## config.mk

```make
export PLATFORM = sky130hd
export DESIGN_NAME = dct_pingpong_ctrl
export DESIGN_NICKNAME = d
export VERILOG_FILES = /design/src/rtl/dct_pingpong_ctrl.sv
export SDC_FILE = /design/constraint.sdc
export NUM_CORES = 1
export LEC_CHECK = 0
export CAP_MARGIN = 40
export CELL_PAD_IN_SITES_DETAIL_PLACEMENT = 1
export CELL_PAD_IN_SITES_GLOBAL_PLACEMENT = 1
export CORE_MARGIN = 10
export CORE_UTILIZATION = 38
export CTS_CLUSTER_DIAMETER = 100
export DETAILED_ROUTE_END_ITERATION = 10
export PLACE_DENSITY = 0.78
export REMOVE_ABC_BUFFERS = 1
export SYNTH_ARGS = -nofsm -noshare
export SYNTH_HDL_FRONTEND = slang
export SYNTH_SLANG_ARGS = --single-unit
```

## constraint.sdc

```tcl
create_clock -name clk -period 2.45 [get_ports clk]
set_clock_uncertainty 0.15 [all_clocks]
set_input_delay 0.49 -clock clk [delete_from_list [all_inputs] [get_ports clk]]
set_output_delay 0.49 -clock clk [all_outputs]
set_load 0.01 [all_outputs]
```

## src/rtl/dct_pingpong_ctrl.sv

```systemverilog
// dct_pingpong_ctrl: ping-pong transpose-bank sequencer between the row and column DCT stages.
// Rows fill one bank while the other drains column by column.
module dct_pingpong_ctrl #(
   parameter int N     = 8,
   parameter int CNT_W = 15
) (
   input  logic                 clk,
   input  logic                 reset,
   input  logic                 in_valid,
   output logic                 in_ready,
   output logic                 wr_en,
   output logic                 wr_bank,
   output logic [$clog2(N)-1:0] wr_row,
   output logic                 rd_en,
   output logic                 rd_bank,
   output logic [$clog2(N)-1:0] rd_col,
   input  logic                 out_ready,
   output logic                 out_valid,
   output logic                 dc_sel,
   output logic                 out_last,
   output logic [CNT_W-1:0]     blk_in_cnt,
   output logic [CNT_W-1:0]     blk_out_cnt,
   output logic                 busy
);
   localparam int AW = $clog2(N);
   localparam logic [AW-1:0] LAST = AW'(N - 1);
   logic [1:0] full;
   logic [1:0] full_nxt;
   logic       wr_done;
   logic       rd_done;
   assign in_ready = !full[wr_bank];
   assign wr_en    = in_valid & in_ready;
   assign rd_en    = full[rd_bank] & (!out_valid | out_ready);
   assign wr_done  = wr_en & (wr_row == LAST);
   assign rd_done  = rd_en & (rd_col == LAST);
   assign busy     = (|full) | (wr_row != '0) | out_valid;
   // a fill and a drain completing together always touch opposite banks
   always_comb begin
      full_nxt = full;
      if (wr_done) full_nxt[wr_bank] = 1'b1;
      if (rd_done) full_nxt[rd_bank] = 1'b0;
   end
   always_ff @(posedge clk or negedge reset) begin
      if (!reset) begin
         full        <= '0;
         wr_bank     <= 1'b0;
         rd_bank     <= 1'b0;
         wr_row      <= '0;
         rd_col      <= '0;
         out_valid   <= 1'b0;
         dc_sel      <= 1'b0;
         out_last    <= 1'b0;
         blk_in_cnt  <= '0;
         blk_out_cnt <= '0;
      end else begin
         full <= full_nxt;
         if (wr_en) wr_row <= wr_row + 1'b1;
         if (wr_done) begin
            wr_bank    <= !wr_bank;
            blk_in_cnt <= blk_in_cnt + 1'b1;
         end
         if (rd_en) rd_col <= rd_col + 1'b1;
         if (rd_done) begin
            rd_bank     <= !rd_bank;
            blk_out_cnt <= blk_out_cnt + 1'b1;
         end
         // column tags follow the read by one cycle to match the buffer read latency
         if (rd_en) begin
            out_valid <= 1'b1;
            dc_sel    <= (rd_col == '0);
            out_last  <= (rd_col == LAST);
         end else if (out_ready) begin
            out_valid <= 1'b0;
            dc_sel    <= 1'b0;
            out_last  <= 1'b0;
         end
      end
   end
endmodule

```

### After elaboration in Yosys (flattened, before gate mapping)

Index checks and enable logic that the tools add are counted.

| storage, ports and cells | value |
|---|---|
| flip-flop bits (word level) | 43 |
| bits in latches | 0 |
| RAM bits | 0 |
| ROM bits | 0 |
| input port bits | 4 |
| memories | 0 |

| operators by class | value |
|---|---|
| add/subtract/negate cells | 4 |
| multipliers | 0 |
| divide/modulo/power cells | 0 |
| order comparisons | 4 |
| eq/ne operators | 2 |
| shifts and indexed selects | 0 |
| mux-type cells | 14 |
| bitwise operators | 10 |
| reductions and logical operators | 10 |

Operators by type and width:

| cell | number |
|---|---|
| $add 15x1->15 const B | 2 |
| $mux 1 | 10 |
| $add 3x1->3 const B | 2 |
| $eq 3x3->1 const B | 2 |
| $and 1x1->1 | 4 |
| $logic_not 1->1 | 4 |
| $lt 1x2->1 const B | 2 |
| $mux 2 | 2 |
| $logic_not 3->1 | 1 |
| $or 1x1->1 | 3 |
| $reduce_bool 3->1 | 1 |
| $and 2x2->2 | 1 |
| $demux 1 s1 | 2 |
| $ge 1x1->1 const B | 2 |
| $logic_and 1x1->1 | 2 |
| $not 2->2 | 1 |
| $or 2x2->2 | 1 |
| $reduce_bool 2->1 | 1 |
| $reduce_or 2->1 | 1 |

### Longest topological paths before layout

Gate-level depths: netlist (run 1).

| depth | value |
|---|---|
| word-level depth | 8 |
| mapped depth | 6 |

### Least setup slack after synthesis (run 1)

No wires, ideal clock.

| path | value |
|---|---|
| path kind | register to output |
| from | reg rd_bank |
| to | out rd_en |
| arrival time | 1247 ps |
| setup slack | 563 ps |
| stages on the path, launching flop included | 4 |
| path buffers | 1 |
| path through | dfrtp_1 > mux2i_1 > nor2_1 > buf_2 |

| on the way | value |
|---|---|
| cells in the longest elaborated chain, start to end | 3 |

RTL lines:

| what | RTL line | RTL |
|---|---|---|
| start, declared | 15 | `output logic rd_bank,` |
| start signal, assigned | 64 | `rd_bank <= !rd_bank;` |
| $mux 1 (implied by the code) (2 in a row) | 33 | `assign rd_en = full[rd_bank] & (!out_valid \| out_ready);` |
| $and 1x1->1 | 33 |  |
| end, declared | 14 | `output logic rd_en,` |

Every way passes these cells. The select of a mux whose other input is x is not followed.

### Final worst setup path (run 1)

| path | value |
|---|---|
| from | reg wr_bank |
| to | out wr_en |

| on the way | value |
|---|---|
| cells in the longest elaborated chain, start to end | 4 |

RTL lines:

| what | RTL line | RTL |
|---|---|---|
| start, declared | 12 | `output logic wr_bank,` |
| start signal, assigned | 59 | `wr_bank <= !wr_bank;` |
| $mux 1 (implied by the code) (2 in a row) | 31 | `assign in_ready = !full[wr_bank];` |
| $logic_not 1->1 | 31 |  |
| $and 1x1->1 | 32 | `assign wr_en = in_valid & in_ready;` |
| end, declared | 11 | `output logic wr_en,` |

Every way passes these cells. The select of a mux whose other input is x is not followed.

==> results of run 1 <==
==> metal layers <==
| metal | track usage (%) | part of all wire (%) | up-vias | wire [um] |
|---|---|---|---|---|
| li1 | - | - | 690 | - |
| met1 | 13.6 | 41 | 731 | 2020 |
| met2 | 21.1 | 50 | 33 | 2470 |
| met3 | 4.61 | 7.5 | 5 | 367 |
| met4 | 2.74 | 0.78 | 0 | 38 |
| met5 | 0 | 0 | - | 0 |
==> metrics by stage <==
step	power, uW	cells	util (%)	worst slack (ps)	hold WS (ps)
3_3_place_gp	1930	286	53.0	83.1	309
6_report	2390	294	54.7	158	54.0
3_5_place_dp	1990	286	53.0	45.7	314
2_1_floorplan	1440	162	-	349	44.4
5_1_grt	2580	294	54.7	60.2	99.2
4_1_cts	2430	294	54.7	56.1	71.2
==> Yosys cell counts (2+ instances only) <==
| cell | n |
|---|---|
| ha_1 | 8 |
| dfrtp_1 | 43 |
| nand4_1 | 11 |
| mux2_2 | 4 |
| and3_1 | 3 |
| xnor2_1 | 24 |
| nand3_1 | 10 |
| xor2_1 | 8 |
| nand2b_1 | 3 |
| o21ai_0 | 4 |
| nand2_1 | 13 |
| and4_1 | 3 |
| nor2_1 | 5 |
| inv_1 | 7 |
| a31oi_1 | 2 |
| nor4_1 | 2 |
| nor3_1 | 2 |
==> how the worst max path moves through the flow <==
stage	startpoint	to	slack [ps]	depth (start not counted)
floorplan	rd_bank	blk_out_cnt[1]	350	4
global placement	out_ready	rd_en	80	4
detailed placement	in_valid	wr_en	50	4
CTS	out_ready	rd_en	60	4
global route	wr_bank	wr_en	60	5
finish	wr_bank	wr_en	160	5
==> cells in the final DEF, fill, tap and decap left out, types with 2 or more instances in the layout <==
master           Yosys  final
a31oi_1              2      2
and3_1               3      3
and4_1               3      3
buf_4                0      9
clkbuf_8             0      5
clkdlybuf4s50_1      0     44
dfrtp_1             43     42
dlygate4sd2_1        0      2
ha_1                 8      8
inv_1                7      7
mux2_2               4      4
nand2_1             13     13
nand2b_1             3      3
nand3_1             10     10
nand4_1             11     11
nor2_1               5      5
nor3_1               2      2
nor4_1               2      2
o21ai_0              4      4
xnor2_1             24     24
xor2_1               8      8
==> registers in the layout, indices dropped and copies added (netlist names) <==
signal	cells
blk_in_cnt	15
blk_out_cnt	15
rd_col	3
dc_sel	1
full	2
wr_row	3
out_valid	1
wr_bank	1
out_last	1
rd_bank	1
==> worst register-to-register path: stages (launching register included) <==
cell and delay [ps]:
dfrtp_1 390, ha_1 170, ha_1 250, nand4_1 210, nor4_2 390, nand3_1 180, xnor2_1 150
==> kinds of logic after synthesis <==
kind of cell	after synthesis	share of synthesized area, %
AO/OA/AOI/OAI	7	2.12
XOR/XNOR	32	14.4
adder cells (fa/ha/maj)	8	5.14
buffers and inverters	8	1.61
flip-flops	43	55.3
multiplexers	6	3.60
AND/OR/NAND/NOR	59	17.8
==> layout make-up <==
cell class,instances,share of cell area (%)
flip-flops and latches,43,40.6
multi-input cells,112,31.6
repair buffers,57,20.5
well taps,67,3.16
clock buffers,6,2.73
inverters,7,0.990
clock inverters,2,0.471
==> power groups by stage <==
stage / combinational (uW) / clock [uW] / sequential (uW)
after detailed placement: 960 / 0 / 1030
final: 925 / 443 / 1020
after CTS: 953 / 456 / 1030
after global placement: 919 / 0 / 1020
after floorplan: 388 / 0 / 1050
after global routing: 1040 / 491 / 1050
==> repair_timing <==
| action | in CTS | in global routing |
|---|---|---|
| hold endpoints to repair | 0 | 0 |
| pin swaps | 0 | 0 |
| hold buffers | 0 | 0 |
| setup endpoints to repair | 2 | 1 |
| gates resized for setup | 3 | 1 |
==> impl_metrics.tcl, run 1 <==
set metrics [dict create \
    max_freq_ghz 0.436 \
    cap_violations 0 \
    cts_sinks 43 \
    clkTransAtPathRegs_ps 80 \
    syn_to_final_growth_pct 36.4 \
    final_antenna_net_count 0 \
    crit_fanout 5 \
    max_stage_delay_ps 450 \
    syn_inst 163 \
    outcome "complete, no violations" \
    ys.warnings.count 0 \
    swShare_pct 35.5 \
    first_pass_iters 4 \
    ys_seq_area_share_pct 55.3 \
    wl_per_cell_um 16.6 \
    drive_gt1_share_pct 11.9 \
    die_h_um 91.6 \
    combPwrFrac_pct 38.6 \
    via_count 1459 \
    place_congestion 0.785 \
    final_cell_area_um2 2650 \
    start_util_pct 40.1 \
    async_flop_share_pct 100 \
    worst_slew_pin_slew_ps 615 \
    avgViaCountPerCell 4.96 \
    fillers 531 \
    hold_viol_final 0 \
    avgSynthCellArea_um2 11.9 \
    power_density_nw_per_um2 902 \
    synth_top_area_cell "dfrtp_1" \
    ios 49 \
    multi_input_area_um2 838 \
    drv_slew 0 \
    rr_endpoint "blk_out_cnt[11]" \
    antenna_found_initial 0 \
    die_w_um 91.6 \
    drtIter0Drc 51 \
    path_class "flop to output port" \
    ys_ff_latch 43 \
    crit_required_ps 1810 \
    drc 0 \
    rows 25 \
    synth_flop_cell "dfrtp_1" \
    dieArea_um2 8380 \
    grt_pass1_vias 1660 \
    rrSetupSlack_ps 450 \
    grt_first_pass_wirelength_um 8450 \
    crit_chain "mux2_4 -> inv_1 -> nand2_1 -> inv_1 -> dlygate4sd2_1" \
    clk_latency_ps 290 \
    max-slew-margin-rel_pct 59.0 \
    place_area_um2 2570 \
    ir_worst_vdd_mv 0.574 \
    pwr-share-seq_pct 42.8 \
    leakagePower_uw 0.00116 \
    power_frac_clock_pct 18.5 \
    grtUsageTotal_pct 12.1 \
    timing.setup.tns_ps 0 \
    intPower_uw 1540 \
    antenna_cells 0 \
    syn_area_um2 1950 \
    cts_tree "built" \
    slowest_stage "dfrtp_2" \
    cpMostUsedCell "inv_1" \
    core-area_um2 4850 \
    synth.area.top_cells "dfrtp_1 55%, xnor2_1 11%, ha_1 5.1%" \
    cts-root-buf "clkbuf_8" \
    grt_start_max_net_pins 29 \
    synthDistinctLibCells 28 \
    port_buffers 48 \
    synth_edf_count 0 \
    synth_top_area_share_pct 55.3 \
    cts_buffers 5 \
    crit_arrival_ps 1650 \
    hold_class "input port to asynchronous set/reset pin" \
    setup_viol 0 \
    end_kind "output port" \
    grt_setup_unrepaired "no" \
    switchingPower_uw 848 \
    register_area_um2 1080 \
    nets 238 \
    grt_overflow 0 \
    post_cts_buffers 0 \
    fin_crit_sh_pct 93.6 \
    critPathBufInv 3 \
    r2r_cells 6 \
    cp-start-kind "flop" \
    min_period_ps 2290 \
    clk_path_buf_depth 2 \
    h-tree-depth 2 \
    cp_top_family "buffers and inverters" \
    wl_um 4890 \
    r2r_start "rd_col[0]" \
    dpl.hpwl_um 3870 \
]
No activity file was read; power rests on OpenSTA's default activity.
==> run 2, diff against run 1 <==
Settings changed: GPL_ROUTABILITY_DRIVEN from default to 0.
==> results of run 2 <==
No change in the layout: final DEF, timing and power equal those of run 1.
